[config.mk]
export PLATFORM = sky130hd
export DESIGN_NAME = mips_cpu_hilo_muldiv_flat
export DESIGN_NICKNAME = d
export VERILOG_FILES = /design/src/rtl/mips_cpu_hilo_muldiv_if.sv /design/src/rtl/mips_cpu_hilo_muldiv.sv /design/src/flat_wrapper.sv
export SDC_FILE = /design/constraint.sdc
export NUM_CORES = 1
export LEC_CHECK = 0
export ABC_AREA = 0
export CORE_MARGIN = 4
export CORE_UTILIZATION = 45
export DETAILED_ROUTE_END_ITERATION = 6
export GPL_ROUTABILITY_DRIVEN = 0
export MAX_ROUTING_LAYER = met4
export PLACE_DENSITY = 0.67
export SETUP_SLACK_MARGIN = 0.05
export SLEW_MARGIN = 40
export SYNTH_ARGS = -nofsm -noshare
export SYNTH_HDL_FRONTEND = slang
export SYNTH_SLANG_ARGS = --single-unit
[constraint.sdc]
create_clock -name clk -period 6 [get_ports clk]
set_input_delay 0.6 -clock clk [delete_from_list [all_inputs] [get_ports clk]]
set_output_delay 0.6 -clock clk [all_outputs]
set_load 0.01 [all_outputs]
[src/rtl/mips_cpu_hilo_muldiv_if.sv]
// ---------------------------------------------------------------------------
// mips_cpu_hilo_muldiv_if
// Request/result bundle between the execute stage and the HI/LO
// multiply/divide unit.
//   start, op, a, b : request from the execute stage (master -> slave)
//   busy, done      : status back to the control FSM (slave -> master)
//   hi, lo          : architectural HI/LO registers for MFHI/MFLO
// Modports: master = execute stage / testbench, slave = mips_cpu_hilo_muldiv.
// ---------------------------------------------------------------------------
interface mips_cpu_hilo_muldiv_if #(
    parameter int WIDTH = 32
);
    logic             start;
    logic [2:0]       op;
    logic [WIDTH-1:0] a;
    logic [WIDTH-1:0] b;
    logic             busy;
    logic             done;
    logic [WIDTH-1:0] hi;
    logic [WIDTH-1:0] lo;

    modport master (output start, op, a, b, input busy, done, hi, lo);
    modport slave  (input start, op, a, b, output busy, done, hi, lo);
endinterface

[src/rtl/mips_cpu_hilo_muldiv.sv]
// ---------------------------------------------------------------------------
// mips_cpu_hilo_muldiv
// Iterative MIPS multiply/divide unit holding the HI/LO registers.
// Services MULT, MULTU, DIV, DIVU (32 iteration cycles, sign-magnitude
// with final correction) plus the single-cycle MTHI/MTLO moves.
// Ports:
//   clk   : clock, all state changes on the rising edge
//   reset : asynchronous, active-high reset
//   bus   : mips_cpu_hilo_muldiv_if.slave (start/op/a/b in,
//           busy/done/hi/lo out)
// Optional build macro: MIPS_MULDIV_FAST_MULT_EN -- when defined, MULT and
// MULTU use a one-cycle combinational multiplier; divide is unchanged.
// ---------------------------------------------------------------------------
module mips_cpu_hilo_muldiv #(
    parameter int WIDTH = 32,
    parameter int ITER  = 32
) (
    input  logic                    clk,
    input  logic                    reset,
    mips_cpu_hilo_muldiv_if.slave   bus
);
    localparam int CNT_W = $clog2(ITER);
    localparam logic [CNT_W-1:0]   CNT_LAST = CNT_W'(ITER - 2);
    localparam logic [WIDTH-1:0]   ONE      = {{(WIDTH-1){1'b0}}, 1'b1};
    localparam logic [2*WIDTH-1:0] ONE2     = {{(2*WIDTH-1){1'b0}}, 1'b1};

    typedef enum logic [1:0] {
        IDLE = 2'd0,
        RUN  = 2'd1,
        FIX  = 2'd2
    } state_t;

    state_t             state_r, state_s;
    logic [CNT_W-1:0]   cnt_r;
    logic [WIDTH-1:0]   acc_hi_r, acc_lo_r;   // mul: partial product/multiplier; div: remainder/quotient
    logic [WIDTH-1:0]   oper_r;               // mul: |multiplicand|; div: |divisor|
    logic [WIDTH-1:0]   a_raw_r;              // original dividend for divide-by-zero
    logic               sign_a_r, sign_b_r, is_div_r;
    logic               busy_r, done_r;
    logic [WIDTH-1:0]   hi_r, lo_r;

    logic               accept_s, op_signed_s, sa_s, sb_s;
    logic [WIDTH-1:0]   mag_a_s, mag_b_s;
    logic [WIDTH:0]     mul_sum_s, rem_sh_s;
    logic               div_ge_s;
    logic [WIDTH-1:0]   step_hi_s, step_lo_s;
    logic [2*WIDTH-1:0] prod_s;
    logic [WIDTH-1:0]   res_hi_s, res_lo_s;

    assign bus.busy = busy_r;
    assign bus.done = done_r;
    assign bus.hi   = hi_r;
    assign bus.lo   = lo_r;

    // Request decode and operand magnitudes (only op 0-3 start an iteration).
    always_comb begin
        accept_s    = (state_r == IDLE) && bus.start && (bus.op[2] == 1'b0);
        op_signed_s = ~bus.op[0];
        sa_s        = op_signed_s & bus.a[WIDTH-1];
        sb_s        = op_signed_s & bus.b[WIDTH-1];
        mag_a_s     = sa_s ? (~bus.a + ONE) : bus.a;
        mag_b_s     = sb_s ? (~bus.b + ONE) : bus.b;
    end

    // FSM state register.
    always_ff @(posedge clk or posedge reset) begin
        if (reset) begin
            state_r <= IDLE;
        end else begin
            state_r <= state_s;
        end
    end

    // FSM next-state logic.
    always_comb begin
        state_s = state_r;
        case (state_r)
            IDLE: begin
                if (accept_s) begin
`ifdef MIPS_MULDIV_FAST_MULT_EN
                    if (bus.op[1]) begin
                        state_s = RUN;
                    end else begin
                        state_s = FIX;
                    end
`else
                    state_s = RUN;
`endif
                end else begin
                    state_s = IDLE;
                end
            end
            RUN: begin
                if (cnt_r == CNT_LAST) begin
                    state_s = FIX;
                end else begin
                    state_s = RUN;
                end
            end
            FIX:     state_s = IDLE;
            default: state_s = IDLE;
        endcase
    end

    // One iteration: shift-add multiply step or restoring divide step.
    always_comb begin
        mul_sum_s = {1'b0, acc_hi_r} + (acc_lo_r[0] ? {1'b0, oper_r} : {(WIDTH+1){1'b0}});
        rem_sh_s  = {acc_hi_r, acc_lo_r[WIDTH-1]};
        div_ge_s  = (rem_sh_s >= {1'b0, oper_r});
        if (is_div_r) begin
            if (div_ge_s) begin
                step_hi_s = WIDTH'(rem_sh_s - {1'b0, oper_r});
                step_lo_s = {acc_lo_r[WIDTH-2:0], 1'b1};
            end else begin
                step_hi_s = rem_sh_s[WIDTH-1:0];
                step_lo_s = {acc_lo_r[WIDTH-2:0], 1'b0};
            end
        end else begin
            step_hi_s = mul_sum_s[WIDTH:1];
            step_lo_s = {mul_sum_s[0], acc_lo_r[WIDTH-1:1]};
        end
    end

    // Final result with sign correction; divide-by-zero returns all-ones / dividend.
    always_comb begin
`ifdef MIPS_MULDIV_FAST_MULT_EN
        prod_s = {{WIDTH{1'b0}}, oper_r} * {{WIDTH{1'b0}}, acc_lo_r};
`else
        prod_s = {step_hi_s, step_lo_s};
`endif
        if (is_div_r) begin
            if (oper_r == {WIDTH{1'b0}}) begin
                res_hi_s = a_raw_r;
                res_lo_s = {WIDTH{1'b1}};
            end else begin
                res_lo_s = (sign_a_r ^ sign_b_r) ? (~step_lo_s + ONE) : step_lo_s;
                res_hi_s = sign_a_r ? (~step_hi_s + ONE) : step_hi_s;
            end
        end else begin
            if (sign_a_r ^ sign_b_r) begin
                {res_hi_s, res_lo_s} = ~prod_s + ONE2;
            end else begin
                {res_hi_s, res_lo_s} = prod_s;
            end
        end
    end

    // Datapath, HI/LO and status registers.
    always_ff @(posedge clk or posedge reset) begin
        if (reset) begin
            cnt_r    <= {CNT_W{1'b0}};
            acc_hi_r <= {WIDTH{1'b0}};
            acc_lo_r <= {WIDTH{1'b0}};
            oper_r   <= {WIDTH{1'b0}};
            a_raw_r  <= {WIDTH{1'b0}};
            sign_a_r <= 1'b0;
            sign_b_r <= 1'b0;
            is_div_r <= 1'b0;
            busy_r   <= 1'b0;
            done_r   <= 1'b0;
            hi_r     <= {WIDTH{1'b0}};
            lo_r     <= {WIDTH{1'b0}};
        end else begin
            done_r <= 1'b0;
            case (state_r)
                IDLE: begin
                    if (accept_s) begin
                        cnt_r    <= {CNT_W{1'b0}};
                        acc_hi_r <= {WIDTH{1'b0}};
                        acc_lo_r <= bus.op[1] ? mag_a_s : mag_b_s;
                        oper_r   <= bus.op[1] ? mag_b_s : mag_a_s;
                        a_raw_r  <= bus.a;
                        sign_a_r <= sa_s;
                        sign_b_r <= sb_s;
                        is_div_r <= bus.op[1];
                        busy_r   <= 1'b1;
                    end else if (bus.start && (bus.op == 3'd4)) begin
                        hi_r <= bus.a;
                    end else if (bus.start && (bus.op == 3'd5)) begin
                        lo_r <= bus.a;
                    end
                end
                RUN: begin
                    acc_hi_r <= step_hi_s;
                    acc_lo_r <= step_lo_s;
                    cnt_r    <= cnt_r + {{(CNT_W-1){1'b0}}, 1'b1};
                end
                FIX: begin
                    hi_r   <= res_hi_s;
                    lo_r   <= res_lo_s;
                    busy_r <= 1'b0;
                    done_r <= 1'b1;
                end
                default: begin
                    busy_r <= 1'b0;
                end
            endcase
        end
    end
endmodule
[src/flat_wrapper.sv]
// flat-port wrapper written by rule: the top's interface ports become plain ports
module mips_cpu_hilo_muldiv_flat 
#(
    parameter int WIDTH = 32,
    parameter int ITER  = 32
)
  (clk, reset, bus_start, bus_op, bus_a, bus_b, bus_busy, bus_done, bus_hi, bus_lo);
  mips_cpu_hilo_muldiv_if #(.WIDTH(WIDTH)) bus_i ();
  input  logic clk;
  input  logic reset;
  input wire logic [$bits(bus_i.start)-1:0] bus_start;
  input wire logic [$bits(bus_i.op)-1:0] bus_op;
  input wire logic [$bits(bus_i.a)-1:0] bus_a;
  input wire logic [$bits(bus_i.b)-1:0] bus_b;
  output wire logic [$bits(bus_i.busy)-1:0] bus_busy;
  output wire logic [$bits(bus_i.done)-1:0] bus_done;
  output wire logic [$bits(bus_i.hi)-1:0] bus_hi;
  output wire logic [$bits(bus_i.lo)-1:0] bus_lo;
  assign bus_i.start = bus_start;
  assign bus_i.op = bus_op;
  assign bus_i.a = bus_a;
  assign bus_i.b = bus_b;
  assign bus_busy = bus_i.busy;
  assign bus_done = bus_i.done;
  assign bus_hi = bus_i.hi;
  assign bus_lo = bus_i.lo;
  mips_cpu_hilo_muldiv #(.WIDTH(WIDTH), .ITER(ITER)) u_core (.clk(clk), .reset(reset), .bus(bus_i));
endmodule
# --- Yosys cells after proc, flatten, opt, wreduce, memory -nomap -nowiden ---
# Cells that the tools add are included.
classes:
  n_addsub: 8
  order_cmp: 1
  n_eq_ne: 10
  muxes: 36
  bitwise: 11
  reduce_logical: 13
ops:
  columns: ["operator", "count"]
  rows:
  - ["$mux W32", 23]
  - ["$pmux W32 S2", 4]
  - ["$add A32 B1 Y32 const B", 4]
  - ["$not A32 Y32", 4]
  - ["$add A64 B1 Y64 const B", 1]
  - ["$not A64 Y64", 1]
  - ["$add A32 B32 Y33", 1]
  - ["$ge A33 B32 Y1", 1]
  - ["$logic_not A32 Y1", 1]
  - ["$sub A32 B32 Y32", 1]
  - ["$pmux W5 S2", 1]
  - ["$ne A2 B2 Y1 const B", 4]
  - ["$eq A3 B3 Y1 const B", 2]
  - ["$reduce_and A2 Y1", 3]
  - ["$add A5 B1 Y5 const B", 1]
  - ["$eq A5 B5 Y1 const B", 1]
  - ["$mux W5", 1]
  - ["$logic_and A1 B1 Y1", 4]
  - ["$mux W1", 4]
  - ["$pmux W2 S2", 1]
  - ["$reduce_and A4 Y1", 1]
  - ["$reduce_bool A2 Y1", 2]
  - ["$not A1 Y1", 3]
  - ["$reduce_and A3 Y1", 1]
  - ["8 further kinds", 9]
word_totals:
  ff_bits: 204
  in_bits: 70
  output_inout_bits: 66
  elab_cells: 92

# --- Depth between registers and ports, before layout ---
depth:
  depth_word: 9
  mapped_depth: 22
  depth_no_buf: 20

# --- Worst setup path before layout ---
# OpenSTA, ideal clock, no wires.
synth_path:
  kind: "flip-flop to flip-flop"
  from: "reg u_core.acc_hi_r[9]"
  to: "reg u_core.hi_r[18] (netlist: u_core.bus.hi[18])"
  setup_time_ps: 104
  arrival_ps: 4996
  t_required_ps: 5896
  path_slack_ps: 900
  path_stages_with_launch: 21
  n_path_buf: 4
  period_less_slack_ps: 5100
  path_cell_list: "dfrtp_1 -> ha_1 -> buf_2 -> nand4_1 -> or4_1 -> or4_4 -> o211ai_2 -> a21oi_4 -> buf_2 -> buf_2 -> buf_1 -> nand2_1 -> nand2_1 -> a21oi_1 -> ha_1 -> o2111a_1 -> nand4_1 -> or2_2 -> o41ai_1 -> xor2_1 -> a221oi_1"
synth_between:
  elab_chain_len: 9
  word_cells_on_any_way: 16
  cone_classes: "add/sub (4); order compare (1); mux (9); bitwise (2)"
synth_rtl:
  columns: ["element", "line_no", "rtl"]
  rows:
  - ["start: declaration", "mips_cpu_hilo_muldiv.sv:35", "logic [WIDTH-1:0] acc_hi_r, acc_lo_r;"]
  - ["start signal: assignment", "mips_cpu_hilo_muldiv.sv:152", "acc_hi_r <= {WIDTH{1'b0}};"]
  - ["start signal: assignment", "mips_cpu_hilo_muldiv.sv:169", "acc_hi_r <= {WIDTH{1'b0}};"]
  - ["start signal: assignment", "mips_cpu_hilo_muldiv.sv:184", "acc_hi_r <= step_hi_s;"]
  - ["$sub A32 B32 Y32 / $ge A33 B32 Y1 (equally long branches)", "mips_cpu_hilo_muldiv.sv:112, mips_cpu_hilo_muldiv.sv:109", null]
  - ["$mux W32", "mips_cpu_hilo_muldiv.sv:111", "if (div_ge_s) begin"]
  - ["$mux W32", "mips_cpu_hilo_muldiv.sv:110", "if (is_div_r) begin"]
  - ["$not A32 Y32", "mips_cpu_hilo_muldiv.sv:137", "res_hi_s = sign_a_r ? (~step_hi_s + ONE) : step_hi_s;"]
  - ["$add A32 B1 Y32", "mips_cpu_hilo_muldiv.sv:137", null]
  - ["$mux W32", "mips_cpu_hilo_muldiv.sv:137", null]
  - ["$mux W32", "mips_cpu_hilo_muldiv.sv:132", "if (oper_r == {WIDTH{1'b0}}) begin"]
  - ["$mux W32 (*)", "mips_cpu_hilo_muldiv.sv:131", "if (is_div_r) begin"]
  - ["$pmux W32 S2 (*)", "mips_cpu_hilo_muldiv.sv:165", "case (state_r)"]
  - ["end signal: assignment", "mips_cpu_hilo_muldiv.sv:161", "hi_r <= {WIDTH{1'b0}};"]
  - ["end signal: assignment", "mips_cpu_hilo_muldiv.sv:178", "hi_r <= bus.a;"]
  - ["end signal: assignment", "mips_cpu_hilo_muldiv.sv:189", "hi_r <= res_hi_s;"]
  - ["end: declaration", "mips_cpu_hilo_muldiv.sv:40", "logic [WIDTH-1:0] hi_r, lo_r;"]
# Mark *: on every way between the ends. The rest lies on a longest branch, timed or not.
# A chain may end at the register's enable or synchronous reset.

# --- Worst setup path after layout ---
layout_path:
  from: "reg u_core.acc_hi_r[4]"
  to: "reg u_core.hi_r[28] (netlist: u_core.bus.hi[28])"
# Same word-level chain as after synthesis.

==> summary.md <==
| Metric | Value |
|---|---|
| Status | completed |
| Combinational share of power | 0.723 |
| Vias/cell | 6.49 |
| Layout cells sized above 1 | 0.0682 |
| Critical path's most frequent cell | o211ai_1 |
| Synth Net Count | 2524 |
| FF-to-FF Start | u_core.acc_hi_r[4] |
| Initial antenna violation count | 5 |
| Setup TNS Final | 0 ns |
| TritonRoute pass-1 iters | 6 |
| NetSw | 8.43 mW |
| Area occupied by multi-input gates | 12300 um^2 |
| Grt total ovfl | 0 |
| Setup slack at placement | 0.430 ns |
| Maxcap violations | 0 |
| Initial core utilization | 0.457 |
| Worst reg-to-reg path cell count | 15 |
| R2R Path End | u_core.bus.hi[28] |
| Number of top-level pins | 136 |
| RSZ-0062 raised after global routing | no |
| Post-CTS setup repair buffer count | 0 |
| Syn Area/Cell | 7.65 um^2 |
| Ys flop type | dfrtp_1 |
| Worst Setup SP | u_core.acc_hi_r[4] |
| Largest net degree at the start of global routing | 115 |
| Part of the power in registers | 0.179 |
| Worst path max stage delay | 0.71 ns |
| Max-slew violations | 0 |
| Routed Antenna Nets | 0 |
| Crit-path cells | ha_1 > nand3_1 > or4_1 > or4_4 > o211a_1 > o211ai_1 > o211ai_1 > nand2_1 > ha_1 > o2111a_1 > nand4_1 > nor4_2 > a41oi_1 > xor2_1 > o211ai_1 |
| Pwr/cell area | 746 nW/um^2 |
| Worst-margin pin slew | 1.05 ns |
| Input/output buffers | 135 |
| # setup viols final | 0 |
| Synth Cell Area | 18200 um^2 |
| Final WS setup | 0.311 ns |
| Clock Power Share | 0.098 |
| Critical path depth | 15 |
| Via count | 19300 |
| Deepest clock path buffer count | 3 |
| Clock tree sinks | 204 |
| Die span in y | 209 um |
| Area Overhead vs Synth | 14.9% |
| Post-synth top area share | 0.280 |
| Yosys Warn Count | 0 |
| Fin Clk Skew | 0.0316 ns |
| Area contributors post-synth | dfrtp_1, nand2_1, o21ai_0 |
| Gr usage total | 0.325 |
| Global-route wire length before repair | 109000 um |
| CTS Buf Count | 24 |
| Post-synth cell types | 89 |
| Drt drc | 0 |
| Worst Path Buf+Inv | 0 |
| Critical path class | reg -> reg |
| Nets | 2575 |
| Hold Vio Cnt, Final | 0 |
| Hold Path Class | in -> async |
| Worst-path clk slew | 0.07 ns |
| 1st-iter DRT viols | 2642 |
| Fillers | 3747 |
| CTS Hold Bufs | 0 |
| Most frequent cell after synthesis | nand2_1 |
| Die X | 209 um |
| CTS tree | built |
| Core Region | 39900 um^2 |
| Most instantiated cells after synthesis | nand2_1, o21ai_0, dfrtp_1, a21oi_1, nor2_1 |
| Vias in the first global route | 18300 |
| WHS | 0.408 ns |
| Max Clk Rate | 176 MHz |
| Internal Pwr Total | 7.17 mW |
| Final period utilization | 0.948 |
| CP Capture Point | u_core.bus.hi[28] |
| Seq/Total Area, Yosys | 0.280 |
| Total wire length | 72000 um |
| Wire per inst | 24.2 um |
| Overall die area | 43800 um^2 |
| Number of synthesized flops with an enable pin | 0 |
| Critical Path AT | 6.15 ns |
| Worst setup SP type | register |
| R2r setup slk | 0.31 ns |
| Switching share of total power | 0.540 |
| Critical-path top delay cell | nor4_2 |
| Asr flop ratio synth | 1.00 |
| Required @ worst endpoint | 6.46 ns |
| Clock Tree Root | clkbuf_16 |
| CP Max Fanout | 10 |
| Worst VDD drop | 0.394 mV |
| CP Capture Type | register |
| Synth Register Bits | 204 |
| Gate Count Post-Synth | 2382 |
| Register area | 5110 um^2 |
| Dominant cell type by area after synthesis | dfrtp_1 |
| Cell Rows | 73 |
| CTS H-tree lvls | 1 |
| Final min period | 5.69 ns |
| Top delay family on crit path | simple AND/OR/NAND/NOR gates |
| Slew margin rel. | 0.294 |
| Post-route core utilization | 0.524 |
| Clk Latency, worst-skew pair | 0.57 ns |
| Hpwl dp | 54800 um |
| Static leakage | 8.44 nW |
==> stage by stage <==
| step | area, um^2 | std cells | power (mW) |
|---|---|---|---|
| 3_5_place_dp | 20100 | 2932 | 13.7 |
| 3_3_place_gp | 20000 | 2928 | 13.5 |
| 6_report | 20900 | 2974 | 15.6 |
| 5_1_grt | 20900 | 2974 | 16.6 |
| 4_1_cts | 20900 | 2972 | 15.3 |
| 2_1_floorplan | 18200 | 2382 | 10.1 |
==> metal layers <==
layer / vias up / track usage / part of all wire
met5: - / - / 0
met1: 9233 / 0.407 / 0.39
li1: 8743 / - / -
met2: 1064 / 0.483 / 0.44
met4: 0 / 0.196 / 0.078
met3: 249 / 0.0674 / 0.098
==> kinds of logic after synthesis <==
logic type               count (synthesis)  share of synthesized area
adder cells (fa/ha/maj)                 72                     0.0503
AO/OA/AOI/OAI                          748                      0.265
buffers and inverters                  233                     0.0505
XOR/XNOR                               175                     0.0841
AND/OR/NAND/NOR                        862                      0.220
multiplexers                            88                     0.0498
flip-flops                             204                      0.280
==> power groups by stage <==
| stage | sequential (mW) | clock, mW | combinational, mW |
|---|---|---|---|
| finish | 2.80 | 1.53 | 11.3 |
| global route | 2.86 | 1.59 | 12.1 |
| CTS | 2.76 | 1.54 | 11.0 |
| detailed placement | 2.78 | 0 | 10.9 |
| global placement | 2.76 | 0 | 10.7 |
| floorplan | 2.56 | 0 | 7.57 |
==> worst min-delay path by stage <==
| stage | end | from | depth (start not counted) |
|---|---|---|---|
| detailed placement | u_core.a_raw_r[1] | u_core.a_raw_r[1] | 2 |
| global placement | u_core.a_raw_r[1] | u_core.a_raw_r[1] | 2 |
| CTS | u_core.bus.lo[21] | reset | 2 |
| global route | u_core.bus.lo[13] | reset | 2 |
| finish | u_core.bus.lo[21] | reset | 2 |
| floorplan | u_core.a_raw_r[5] | u_core.a_raw_r[5] | 2 |
==> worst register-to-register path: stages, from the launching register on <==
cell	delay (ns)
dfrtp_1	0.47
ha_1	0.47
nand3_1	0.19
or4_1	0.64
or4_4	0.57
o211a_1	0.29
o211ai_1	0.19
o211ai_1	0.20
nand2_1	0.24
ha_1	0.24
o2111a_1	0.38
nand4_1	0.37
nor4_2	0.72
a41oi_1	0.27
xor2_1	0.20
o211ai_1	0.16
==> state kept, by name, indices dropped and copies added (netlist names) <==
register         count
u_core.a_raw_r      32
u_core.bus.busy      1
u_core.acc_hi_r     32
u_core.state_r       2
u_core.bus.done      1
u_core.sign_b_r      1
u_core.acc_lo_r     32
u_core.bus.hi       32
u_core.oper_r       32
u_core.is_div_r      1
u_core.sign_a_r      1
u_core.cnt_r         5
u_core.bus.lo       32
==> area by class of cell <==
| type | instances | area share |
|---|---|---|
| clock inverters | 9 | 0.00664 |
| inverters | 67 | 0.0122 |
| multi-input cells | 1945 | 0.586 |
| well taps | 525 | 0.0314 |
| clock buffers | 31 | 0.0309 |
| flip-flops and latches | 204 | 0.244 |
| repair buffers | 191 | 0.0880 |
| diodes | 2 | 0.000239 |
==> layout by cell type, fill, tap and decap left out, types with 38 or more instances in the layout <==
cell type	Yosys	final
mux2i_1	69	69
and2_1	50	50
xnor2_1	108	107
xor2_1	67	66
ha_1	70	70
dfrtp_1	204	202
a21oi_1	174	174
o221ai_1	38	38
nor2_1	153	151
buf_4	2	49
clkdlybuf4s50_1	0	134
nand3_1	76	76
nand2_1	377	376
inv_1	65	64
o21ai_0	219	219
==> timing repair <==
action	in CTS	in global routing
resized for setup	0	2
endpoints found under the hold margin	0	0
setup endpoints to repair	0	4
Note: power is estimated with default switching activity, not from simulation.
